===== config.mk =====
export PLATFORM = sky130hd
export DESIGN_NAME = fifo_uart_tx
export DESIGN_NICKNAME = d
export VERILOG_FILES = /design/src/rtl/fifo_uart_tx.sv
export SDC_FILE = /design/constraint.sdc
export NUM_CORES = 1
export LEC_CHECK = 0
export CORE_AREA = 2 2 55 57
export CTS_CLUSTER_DIAMETER = 40
export DETAILED_ROUTE_END_ITERATION = 10
export DIE_AREA = 0 0 57 59
export GPL_TIMING_DRIVEN = 0
export PLACE_DENSITY_LB_ADDON = 0.12
export SYNTH_ARGS = -nofsm -noshare
export SYNTH_HDL_FRONTEND = slang
export SYNTH_SLANG_ARGS = --single-unit

===== constraint.sdc =====
create_clock -name clk -period 1.95 [get_ports clk]
set_input_delay 0.2925 -clock clk [delete_from_list [all_inputs] [get_ports clk]]
set_output_delay 0.2925 -clock clk [all_outputs]
set_load 0.05 [all_outputs]

===== src/rtl/fifo_uart_tx.sv =====
// FIFO drain-side UART transmitter: pops one byte per frame from a FWFT FIFO and sends it 8N1, LSB first.
// Define FIFO_UART_TX_PARITY_EN to insert an even-parity bit between the data bits and the stop bit.
module fifo_uart_tx #(
    parameter int Bits       = 8,
    parameter int ClksPerBit = 868,
    parameter int CntWidth   = 10
) (
    input  logic            clk,
    input  logic            reset,
    input  logic            fifo_empty,
    input  logic [Bits-1:0] fifo_dout,
    output logic            fifo_rd,
    output logic            tx,
    output logic            busy,
    output logic            tx_done
);

    localparam int IdxWidth = (Bits > 1) ? $clog2(Bits) : 1;
    localparam logic [CntWidth-1:0] CntLast = CntWidth'(ClksPerBit - 1);
    localparam logic [IdxWidth-1:0] IdxLast = IdxWidth'(Bits - 1);

`ifdef FIFO_UART_TX_PARITY_EN
    typedef enum logic [2:0] {SYNC, IDLE, START, DATA, PARITY, STOP} state_t;
`else
    typedef enum logic [2:0] {SYNC, IDLE, START, DATA, STOP} state_t;
`endif

    state_t                state_reg;
    logic [CntWidth-1:0]   cnt_reg;
    logic [IdxWidth-1:0]   bit_idx_reg;
    logic [Bits-1:0]       shift_reg;
    logic                  tx_reg;
    logic                  busy_reg;
    logic                  tx_done_reg;
`ifdef FIFO_UART_TX_PARITY_EN
    logic                  parity_reg;
`endif

    logic baud_tick;
    assign baud_tick = (cnt_reg == CntLast);

    // Gated by reset so no byte is popped on an edge that is about to abort the frame.
    assign fifo_rd = ~reset & (state_reg == IDLE) & ~fifo_empty;

    assign tx      = tx_reg;
    assign busy    = busy_reg;
    assign tx_done = tx_done_reg;

    always_ff @(posedge clk) begin
        if (reset) begin
            state_reg   <= SYNC;
            cnt_reg     <= '0;
            bit_idx_reg <= '0;
            shift_reg   <= '0;
            tx_reg      <= 1'b1;
            busy_reg    <= 1'b0;
            tx_done_reg <= 1'b0;
`ifdef FIFO_UART_TX_PARITY_EN
            parity_reg  <= 1'b0;
`endif
        end else begin
            tx_done_reg <= 1'b0;
            case (state_reg)
                // FIFO flags are not trustworthy until its own init cycle is over.
                SYNC: state_reg <= IDLE;
                IDLE: begin
                    if (fifo_rd) begin
                        shift_reg <= fifo_dout;
`ifdef FIFO_UART_TX_PARITY_EN
                        parity_reg <= ^fifo_dout;
`endif
                        tx_reg    <= 1'b0;
                        busy_reg  <= 1'b1;
                        cnt_reg   <= '0;
                        state_reg <= START;
                    end
                end
                START: begin
                    if (baud_tick) begin
                        cnt_reg     <= '0;
                        bit_idx_reg <= '0;
                        tx_reg      <= shift_reg[0];
                        state_reg   <= DATA;
                    end else begin
                        cnt_reg <= cnt_reg + 1'b1;
                    end
                end
                DATA: begin
                    if (baud_tick) begin
                        cnt_reg <= '0;
                        if (bit_idx_reg == IdxLast) begin
`ifdef FIFO_UART_TX_PARITY_EN
                            tx_reg    <= parity_reg;
                            state_reg <= PARITY;
`else
                            tx_reg    <= 1'b1;
                            state_reg <= STOP;
`endif
                        end else begin
                            // shift_reg[1] is the bit that lands in position 0 after this shift
                            shift_reg   <= shift_reg >> 1;
                            bit_idx_reg <= bit_idx_reg + 1'b1;
                            tx_reg      <= shift_reg[1];
                        end
                    end else begin
                        cnt_reg <= cnt_reg + 1'b1;
                    end
                end
`ifdef FIFO_UART_TX_PARITY_EN
                PARITY: begin
                    if (baud_tick) begin
                        cnt_reg   <= '0;
                        tx_reg    <= 1'b1;
                        state_reg <= STOP;
                    end else begin
                        cnt_reg <= cnt_reg + 1'b1;
                    end
                end
`endif
                STOP: begin
                    if (baud_tick) begin
                        cnt_reg     <= '0;
                        busy_reg    <= 1'b0;
                        tx_done_reg <= 1'b1;
                        state_reg   <= IDLE;
                    end else begin
                        cnt_reg <= cnt_reg + 1'b1;
                    end
                end
                default: state_reg <= SYNC;
            endcase
        end
    end

endmodule


After elaboration in Yosys (flattened, before gate mapping)
Cells that the tools add are included.
Word-level totals
  register bits after elaboration: 27
  input bits: 11
  output and inout bits: 4
  word-level logic and storage cells: 66
Cells by class
  add/sub/neg operators: 2
  eq/ne operators: 12
  mux-type cells: 26
  bitwise gates (word level): 5
  reductions and logical operators: 14
Operators with widths (number)
  3-bit 2-to-1 mux: 8
  8-bit 2-to-1 mux: 3
  10-bit 2-to-1 mux: 2
  10-bit one-hot mux with 2 select lines: 1
  8-bit one-hot mux with 2 select lines: 1
  3-bit one-hot mux with 5 select lines: 1
  2-bit != test (second input constant): 6
  4-bit AND reduction: 3
  10-bit by 1-bit adder with 10-bit output (second input constant): 1
  10-bit == test (second input constant): 1
  2-bit nonzero test: 4
  1-bit 2-to-1 mux: 7
  3-bit by 2-bit == test with 1-bit output (second input constant): 2
  3-bit == test (second input constant): 2
  3-bit one-hot mux with 2 select lines: 1
  5-bit AND reduction: 1
  3-bit by 1-bit adder with 3-bit output (second input constant): 1
  3-bit by 1-bit == test with 1-bit output (second input constant): 1
  3-bit zero test: 1
  1-bit inverter: 3
  1-bit one-hot mux with 3 select lines: 1
  3-bit AND reduction: 1
  3-bit nonzero test: 1
  3-bit OR reduction: 1
  4 further kinds: 5

Longest topological paths before layout
Gate-level depths: netlist of the first run.
  depth after elaboration: 5
  gate-level depth with buffers: 7
  depth with buffers taken out: 6

Least setup slack after synthesis of the first run
OpenSTA, ideal clock, no wires.
  path kind: in2out
  start: input port reset
  end: output port fifo_rd
  arrival time: 1.496 ns
  required time: 1.657 ns
  slack: 0.161 ns
  cell stages on the path: 3
  buffers on the path: 1
  cell sequence: buf_2 > or3_4 > nor2_1
On the way
  longest elaborated chain between the ends: 3
RTL lines
  start: declaration: line 9  | input logic reset,
  1-bit inverter: line 43  | assign fifo_rd = ~reset & (state_reg == IDLE) & ~fifo_empty;
  1-bit bitwise AND (2 in series): line 43
  end: declaration: line 12  | output logic fifo_rd,
Every way passes these cells.

Worst setup path after layout of the first run
  start: input port fifo_empty
  end: output port fifo_rd
On the way
  longest elaborated chain between the ends: 2
RTL lines
  start: declaration: line 10  | input logic fifo_empty,
  1-bit inverter: line 43
  1-bit bitwise AND: line 43
Every way passes these cells.

==> impl_results.html, run 1 <==
<table>
<tr><th>Metric</th><th>Value</th></tr>
<tr><th colspan="2">Floorplan</th></tr>
<tr><td>Full die area</td><td>between 3000 and 4000 um2</td></tr>
<tr><td>Vert. Die Dim</td><td>slightly below 60 um</td></tr>
<tr><td>Core region area</td><td>between 2000 and 3000 um2</td></tr>
<tr><td>I/O pin count</td><td>15</td></tr>
<tr><td>Effective utilization at floorplan</td><td>a little over half</td></tr>
<tr><td>Die boundary width</td><td>57 um</td></tr>
<tr><td>Standard-cell row count</td><td>19</td></tr>
<tr><th colspan="2">Hold path</th></tr>
<tr><td>Path class of the lowest-slack min-delay path</td><td>in2reg</td></tr>
<tr><td>Min-Delay Startpoint</td><td>reset</td></tr>
<tr><th colspan="2">GRT</th></tr>
<tr><td>Total routing resource utilization after global routing</td><td>around a fifth</td></tr>
<tr><td>Vias in the first global route</td><td>about 1200</td></tr>
<tr><td>Global-route track usage on met2</td><td>33.50%</td></tr>
<tr><td>Initial antenna violation count</td><td>0</td></tr>
<tr><td>Maximum number of pins on one net before global-route repair</td><td>15</td></tr>
<tr><td>Global-route met1 utilization</td><td>27.12%</td></tr>
<tr><td>Met3 usage in global routing</td><td>under 10%</td></tr>
<tr><td>Wire length of the first global-routing pass</td><td>between 5 and 6 mm</td></tr>
<tr><td>Most used routing layer</td><td>met2</td></tr>
<tr><td>Final global-route overflow total</td><td>0</td></tr>
<tr><th colspan="2">Clocking</th></tr>
<tr><td>Root Buffer Master</td><td>clkbuf_4</td></tr>
<tr><td>Number of buffers added to fix hold violations after cts</td><td>0</td></tr>
<tr><td>Number of CTS-inserted buffers</td><td>3</td></tr>
<tr><td>TritonCTS clock tree</td><td>built</td></tr>
<tr><td># H-tree levels</td><td>1</td></tr>
<tr><td>Clock Path Buffers</td><td>2</td></tr>
<tr><td>Number of sinks on the clock net</td><td>27</td></tr>
<tr><td>Clock latency on the worst-skew pair</td><td>between 300 and 400 ps</td></tr>
<tr><td>Clock-pin slew on the worst setup and hold paths</td><td>140 ps</td></tr>
<tr><th colspan="2">STA</th></tr>
<tr><td>Post-route minimum period</td><td>about 1800 ps</td></tr>
<tr><td>Fin Setup TNS</td><td>0 ps</td></tr>
<tr><td>RSZ-0062 raised after global routing</td><td>false</td></tr>
<tr><td>Pin slew with the least headroom to its limit</td><td>603.2 ps</td></tr>
<tr><td>Worst Hold Slack</td><td>~270 ps</td></tr>
<tr><td>Clk_skew</td><td>approximately 2.1 ps</td></tr>
<tr><td>Final Slew Violations</td><td>0</td></tr>
<tr><td>Setup-violating endpoint count in the final report</td><td>0</td></tr>
<tr><td>Final Cycle Share</td><td>between 90% and 100%</td></tr>
<tr><td>Relative slew slack</td><td>between 50% and 60%</td></tr>
<tr><td>Fmax</td><td>approximately 0.55 GHz</td></tr>
<tr><td>Final worst setup slack</td><td>about 120 ps</td></tr>
<tr><td>Final count of hold timing violations</td><td>0</td></tr>
<tr><th colspan="2">Finish</th></tr>
<tr><td>Post-route design area</td><td>roughly 1700 um2</td></tr>
<tr><td>Final-stage net count</td><td>between 150 and 200</td></tr>
<tr><td>Commonest non-fill, non-tap cell in the layout</td><td>dfxtp_1</td></tr>
<tr><td>Share of final-layout standard cells stronger than drive strength 1</td><td>~14%</td></tr>
<tr><td>Synth-to-layout area growth</td><td>15.16%</td></tr>
<tr><td>Commonest cells after routing, fill and taps aside</td><td>dfxtp_1 (25), a21oi_1 (15), clkdlybuf4s50_1 (12)</td></tr>
<tr><td>Total of fill cells in the finished design</td><td>between 200 and 300</td></tr>
<tr><td>Final core area utilization</td><td>between 60% and 70%</td></tr>
<tr><td>Largest register FFs</td><td>10</td></tr>
<tr><td>Final Instance Count excl. Fillers</td><td>207</td></tr>
<tr><td>Antenna diodes</td><td>0</td></tr>
<tr><th colspan="2">Route</th></tr>
<tr><td>Mean routed wirelength per cell</td><td>~15 um</td></tr>
<tr><td>Final wirelength</td><td>about 3.1 mm</td></tr>
<tr><td>Total DRC errors in the routed layout</td><td>0</td></tr>
<tr><td>Total number of vias</td><td>1289</td></tr>
<tr><td>Vias/cell</td><td>between 6 and 7</td></tr>
<tr><td>Drt initial violations</td><td>25</td></tr>
<tr><td>Router iterations before antenna repair</td><td>4</td></tr>
<tr><td>Post-detailed-route count of antenna-violating nets</td><td>0</td></tr>
<tr><th colspan="2">Logic synthesis</th></tr>
<tr><td>Yosys reg bits</td><td>27</td></tr>
<tr><td>Number of synthesized flops with an enable pin</td><td>0</td></tr>
<tr><td>Count of distinct cell types in the synthesized netlist</td><td>47</td></tr>
<tr><td>Net count of the mapped netlist</td><td>172</td></tr>
<tr><td>Syn Std Cell Area</td><td>1444 um2</td></tr>
<tr><td>Synthesized area divided by synthesized cell count</td><td>between 9 and 10 um2</td></tr>
<tr><td>Fraction of synthesis flops using an asynchronous set or reset pin</td><td>0%</td></tr>
<tr><td>Sequential element share of the synthesized area</td><td>between 30% and 40%</td></tr>
<tr><td>Count of synthesis-stage warnings from yosys</td><td>0</td></tr>
<tr><td>Ys flop type</td><td>dfxtp_1</td></tr>
<tr><td>Gate count of the mapped netlist</td><td>about 160</td></tr>
<tr><th colspan="2">Place</th></tr>
<tr><td>Dpl ws</td><td>-400.6 ps</td></tr>
<tr><td>PortBufs</td><td>13</td></tr>
<tr><td>Hpwl dp</td><td>between 2 and 2.5 mm</td></tr>
<tr><td>Placer congestion estimate</td><td>roughly 0.8</td></tr>
<tr><td>Placement Cell Area</td><td>roughly 1600 um2</td></tr>
<tr><td>Placed cells</td><td>slightly above 200</td></tr>
<tr><th colspan="2">Run status</th></tr>
<tr><td>Status</td><td>finished clean</td></tr>
<tr><th colspan="2">Pwr</th></tr>
<tr><td>Total power of the final layout</td><td>1.095 mW</td></tr>
<tr><td>Worst-case vdd ir drop</td><td>approximately 0.58 mV</td></tr>
<tr><td>Lkg Pwr</td><td>a little over 0.6 nW</td></tr>
<tr><td>Pwr Density</td><td>between 600 and 700 nW/um2</td></tr>
<tr><th colspan="2">Worst setup path</th></tr>
<tr><td>Critical path data arrival time</td><td>1530 ps</td></tr>
<tr><td>Nature of the critical path endpoint</td><td>primary output</td></tr>
<tr><td>Critical path type</td><td>in2out</td></tr>
<tr><td>Worst Path Max Fanout</td><td>5</td></tr>
<tr><td>Reg-to-reg startpoint</td><td>cnt_reg[0]</td></tr>
<tr><td>Slowest cell on the critical path</td><td>clkdlybuf4s50_1</td></tr>
<tr><td>Delay of the slowest cell on the worst path</td><td>450 ps</td></tr>
<tr><td>CP Launch Type</td><td>input pin</td></tr>
<tr><td>Critical Path Source</td><td>fifo_empty</td></tr>
<tr><td>Critical path data required time</td><td>1660 ps</td></tr>
<tr><td>Sequence of cells on the critical path</td><td>clkdlybuf4s50_1 -&gt; or3_4 -&gt; nor2_1 -&gt; buf_2</td></tr>
<tr><th colspan="2">Run</th></tr>
<tr><td>Maximum capacitance violations</td><td>0</td></tr>
</table>
-- routing by layer --
| layer | vias to the layer above | wire [um] |
|---|---|---|
| li1 | 650 | - |
| met3 | 4 | 79 |
| met2 | 16 | 1477 |
| met5 | - | 0 |
| met4 | 0 | 34 |
| met1 | 619 | 1555 |
-- synth_stat cells, types with 2 or more instances --
cell type	instances	share of area (%)
a211oi_1	3	1.6
a21oi_1	15	5.2
a311oi_1	7	4.2
a31o_2	2	1.2
and2_1	2	0.87
and3_1	2	0.87
buf_4	2	1.0
buf_6	2	1.6
clkbuf_1	5	1.3
dfxtp_1	27	37
ha_1	3	2.6
inv_1	2	0.52
mux2i_1	7	4.9
nand2_1	10	2.6
nand2b_1	4	1.7
nand3_1	6	2.1
nand4_1	4	1.7
nor2_1	3	0.78
nor3_1	5	1.7
o2111ai_1	3	1.8
o211ai_1	3	1.6
o21ai_0	9	3.1
or3_1	5	2.2
or3b_1	2	1.2
xor2_1	3	1.8
-- cell type report --
type | instances | area (um2) | area share, %
flip-flops and latches | 27 | 543.0 | 32.66
inverters | 2 | 7.507 | 0.4515
repair buffers | 14 | 132.6 | 7.976
well taps | 31 | 38.79 | 2.333
clock buffers | 4 | 26.28 | 1.580
plain buffers | 10 | 68.82 | 4.138
multi-input cells | 119 | 845.8 | 50.87
-- report_power, final --
part           total, mW  internal (mW)  switching, mW
sequential         0.605          0.583         0.0223
clock              0.242         0.0801          0.162
combinational      0.248          0.105          0.143
-- worst max-delay path, delay by kind of cell --
family,cells,cell delay [ps]
buffers and inverters,2,730
and+or+nand+nor,2,510
-- logic make-up after synthesis --
group	Yosys count	share of synthesized area [%]
AO/OA/AOI/OAI	52	26.17
XOR/XNOR	3	1.820
adder cells (fa/ha/maj)	3	2.600
buffers and inverters	12	4.766
flip-flops	27	37.44
multiplexers	7	4.853
AND/OR/NAND/NOR	54	22.36
-- repair_timing --
item | in CTS | in global routing
resized for setup | 6 | 11
pin swaps | 0 | 2
endpoints found under the setup margin | 5 | 13
buffers inserted | 0 | 1
-- path summary, 6_finish.rpt --
| check | endpoint | slack (ps) | cells past startpoint |
|---|---|---|---|
| max | fifo_rd | 120 | 4 |
| min reg2reg | cnt_reg[0] | 490 | 2 |
| max reg2reg | state_reg[0] | 130 | 6 |
| min | cnt_reg[6] | 270 | 2 |
(Power assumes the default switching activity.)
==> run 2, diff against run 1 <==
--- a/config.mk
+++ b/config.mk
@@ -10,6 +10,7 @@
 export DETAILED_ROUTE_END_ITERATION = 10
 export DIE_AREA = 0 0 57 59
 export GPL_TIMING_DRIVEN = 0
+export MAX_ROUTING_LAYER = met4
 export PLACE_DENSITY_LB_ADDON = 0.12
 export SYNTH_ARGS = -nofsm -noshare
 export SYNTH_HDL_FRONTEND = slang
==> impl_results.html, run 2 (synthesis results as in run 1) <==
<table>
<tr><th>Metric</th><th>Value</th></tr>
<tr><th colspan="2">Floorplan</th></tr>
<tr><td>Full die area</td><td>around 3400 um2</td></tr>
<tr><td>Standard-cell row count</td><td>19</td></tr>
<tr><td>Die boundary width</td><td>57 um</td></tr>
<tr><td>Effective utilization at floorplan</td><td>about 53%</td></tr>
<tr><td>I/O pin count</td><td>15</td></tr>
<tr><td>Core region area</td><td>2710 um2</td></tr>
<tr><td>Vert. Die Dim</td><td>slightly below 60 um</td></tr>
<tr><th colspan="2">GRT</th></tr>
<tr><td>Global-route met1 utilization</td><td>a little over a quarter</td></tr>
<tr><td>Total routing resource utilization after global routing</td><td>20.64%</td></tr>
<tr><td>Met3 usage in global routing</td><td>between 2 and 2.5%</td></tr>
<tr><td>Maximum number of pins on one net before global-route repair</td><td>15</td></tr>
<tr><td>Initial antenna violation count</td><td>0</td></tr>
<tr><td>Wire length of the first global-routing pass</td><td>5.306 mm</td></tr>
<tr><td>Global-route track usage on met2</td><td>between 30 and 40%</td></tr>
<tr><td>Final global-route overflow total</td><td>0</td></tr>
<tr><td>Vias in the first global route</td><td>approximately 1200</td></tr>
<tr><td>Most used routing layer</td><td>met2</td></tr>
<tr><th colspan="2">Route</th></tr>
<tr><td>Router iterations before antenna repair</td><td>4</td></tr>
<tr><td>Final wirelength</td><td>between 3 and 4 mm</td></tr>
<tr><td>Vias/cell</td><td>between 6 and 7</td></tr>
<tr><td>Total DRC errors in the routed layout</td><td>0</td></tr>
<tr><td>Total number of vias</td><td>approximately 1300</td></tr>
<tr><td>Drt initial violations</td><td>22</td></tr>
<tr><td>Mean routed wirelength per cell</td><td>roughly 15 um</td></tr>
<tr><td>Post-detailed-route count of antenna-violating nets</td><td>0</td></tr>
<tr><th colspan="2">Worst setup path</th></tr>
<tr><td>Critical Path Source</td><td>cnt_reg[0]</td></tr>
<tr><td>Critical path type</td><td>reg2reg</td></tr>
<tr><td>Reg-to-reg startpoint</td><td>cnt_reg[0]</td></tr>
<tr><td>CP Launch Type</td><td>register</td></tr>
<tr><td>Worst flop-to-flop path endpoint</td><td>state_reg[0]</td></tr>
<tr><td>Depth of the worst register-to-register path</td><td>6</td></tr>
<tr><td>Nature of the critical path endpoint</td><td>register</td></tr>
<tr><td>Timing endpoint of the critical path</td><td>state_reg[0]</td></tr>
<tr><td>R2r setup slk</td><td>between 100 and 150 ps</td></tr>
<tr><td>Worst Path Max Fanout</td><td>10</td></tr>
<tr><td>Critical path data required time</td><td>between 2000 and 2500 ps</td></tr>
<tr><td>Critical path data arrival time</td><td>2070 ps</td></tr>
<tr><th colspan="2">Finish</th></tr>
<tr><td>Antenna diodes</td><td>0</td></tr>
<tr><td>Synth-to-layout area growth</td><td>15.16%</td></tr>
<tr><td>Commonest non-fill, non-tap cell in the layout</td><td>dfxtp_1</td></tr>
<tr><td>Sequential cell area</td><td>~540 um2</td></tr>
<tr><td>Share of final-layout standard cells stronger than drive strength 1</td><td>about 14%</td></tr>
<tr><td>Footprint of the multi-input gates</td><td>approximately 850 um2</td></tr>
<tr><td>Total of fill cells in the finished design</td><td>254</td></tr>
<tr><td>Largest register FFs</td><td>10</td></tr>
<tr><td>Commonest cells after routing, fill and taps aside</td><td>dfxtp_1 (25), a21oi_1 (15), clkdlybuf4s50_1 (12)</td></tr>
<tr><td>Final-stage net count</td><td>around 190</td></tr>
<tr><th colspan="2">Pwr</th></tr>
<tr><td>Lkg Pwr</td><td>approximately 0.61 nW</td></tr>
<tr><td>Worst-case vdd ir drop</td><td>roughly 0.58 mV</td></tr>
<tr><td>Pwr Density</td><td>~660 nW/um2</td></tr>
<tr><td>Total power of the final layout</td><td>roughly 1.1 mW</td></tr>
<tr><th colspan="2">Clocking</th></tr>
<tr><td>Number of buffers added to fix hold violations after cts</td><td>0</td></tr>
<tr><td>Clock latency on the worst-skew pair</td><td>320 ps</td></tr>
<tr><td># H-tree levels</td><td>1</td></tr>
<tr><td>TritonCTS clock tree</td><td>built</td></tr>
<tr><td>Number of sinks on the clock net</td><td>27</td></tr>
<tr><td>Number of CTS-inserted buffers</td><td>3</td></tr>
<tr><td>Clock-pin slew on the worst setup and hold paths</td><td>140 ps</td></tr>
<tr><td>Root Buffer Master</td><td>clkbuf_4</td></tr>
<tr><td>Clock Path Buffers</td><td>2</td></tr>
<tr><th colspan="2">STA</th></tr>
<tr><td>Pin slew with the least headroom to its limit</td><td>approximately 600 ps</td></tr>
<tr><td>Worst Hold Slack</td><td>269.2 ps</td></tr>
<tr><td>Final Cycle Share</td><td>between 90 and 100%</td></tr>
<tr><td>Clk_skew</td><td>3.092 ps</td></tr>
<tr><td>Setup-violating endpoint count in the final report</td><td>0</td></tr>
<tr><td>RSZ-0062 raised after global routing</td><td>false</td></tr>
<tr><td>Post-route minimum period</td><td>1817 ps</td></tr>
<tr><td>Final count of hold timing violations</td><td>0</td></tr>
<tr><td>Relative slew slack</td><td>~60%</td></tr>
<tr><td>Final Slew Violations</td><td>0</td></tr>
<tr><td>Fmax</td><td>~0.55 GHz</td></tr>
<tr><th colspan="2">Place</th></tr>
<tr><td>PortBufs</td><td>13</td></tr>
<tr><td>Placer congestion estimate</td><td>between 0.8 and 0.9</td></tr>
<tr><td>Hpwl dp</td><td>about 2.3 mm</td></tr>
<tr><th colspan="2">Hold path</th></tr>
<tr><td>Min-Delay Startpoint</td><td>reset</td></tr>
<tr><td>Path class of the lowest-slack min-delay path</td><td>in2reg</td></tr>
<tr><th colspan="2">Run</th></tr>
<tr><td>Maximum capacitance violations</td><td>0</td></tr>
<tr><th colspan="2">Run status</th></tr>
<tr><td>Status</td><td>finished clean</td></tr>
</table>
## run 2: power breakdown
part | total [mW] | leakage, nW | internal (mW) | switching (mW)
Clock | 0.243 | 0.0150 | 0.0801 | 0.163
Combinational | 0.247 | 0.372 | 0.105 | 0.143
Sequential | 0.605 | 0.220 | 0.583 | 0.0222
## run 2: area by class of cell
type                    count  share of cell area, %
repair buffers             14                  7.976
inverters                   2                 0.4515
flip-flops and latches     27                  32.66
multi-input cells         119                  50.87
plain buffers              10                  4.138
clock buffers               4                  1.580
well taps                  31                  2.333
## run 2: how the worst min path moves through the flow
stage                                 to  depth (start not counted)
final                         cnt_reg[6]                          2
after floorplan           bit_idx_reg[1]                          2
after CTS                     cnt_reg[6]                          2
after detailed placement  bit_idx_reg[2]                          2
after global routing          cnt_reg[6]                          2
after global placement    bit_idx_reg[2]                          2
## run 2: layer usage
layer | wire, um | up-vias
met5 | 0 | -
met4 | 36 | 0
met3 | 88 | 4
met2 | 1458 | 22
met1 | 1531 | 611
li1 | - | 650
## run 2: timing repair
item                                    4_1_cts  5_1_grt
hold endpoints to repair                      0        0
resized for setup                             6       11
setup buffers                                 0        1
endpoints found under the setup margin        5       13
pin swaps                                     0        2
## run 2: stage by stage
step                cells  utilization [%]  cell area, um2  worst slack (ps)  setup TNS [ps]
global route          207            61.36            1663             5.319               0
floorplan             158                -            1444             161.1               0
finish                207            61.36            1663             132.8               0
CTS                   206            60.90            1650             15.35               0
global placement      202            59.51            1613            -371.8          -935.5
detailed placement    202            59.51            1613            -400.6           -1289
## run 2: worst max-delay path, stage by stage (launching register included)
cell and delay, ps:
dfxtp_2 370, ha_1 210, and4b_2 310, nand3_1 130, clkbuf_4 230, or3_1 310, a41oi_1 190
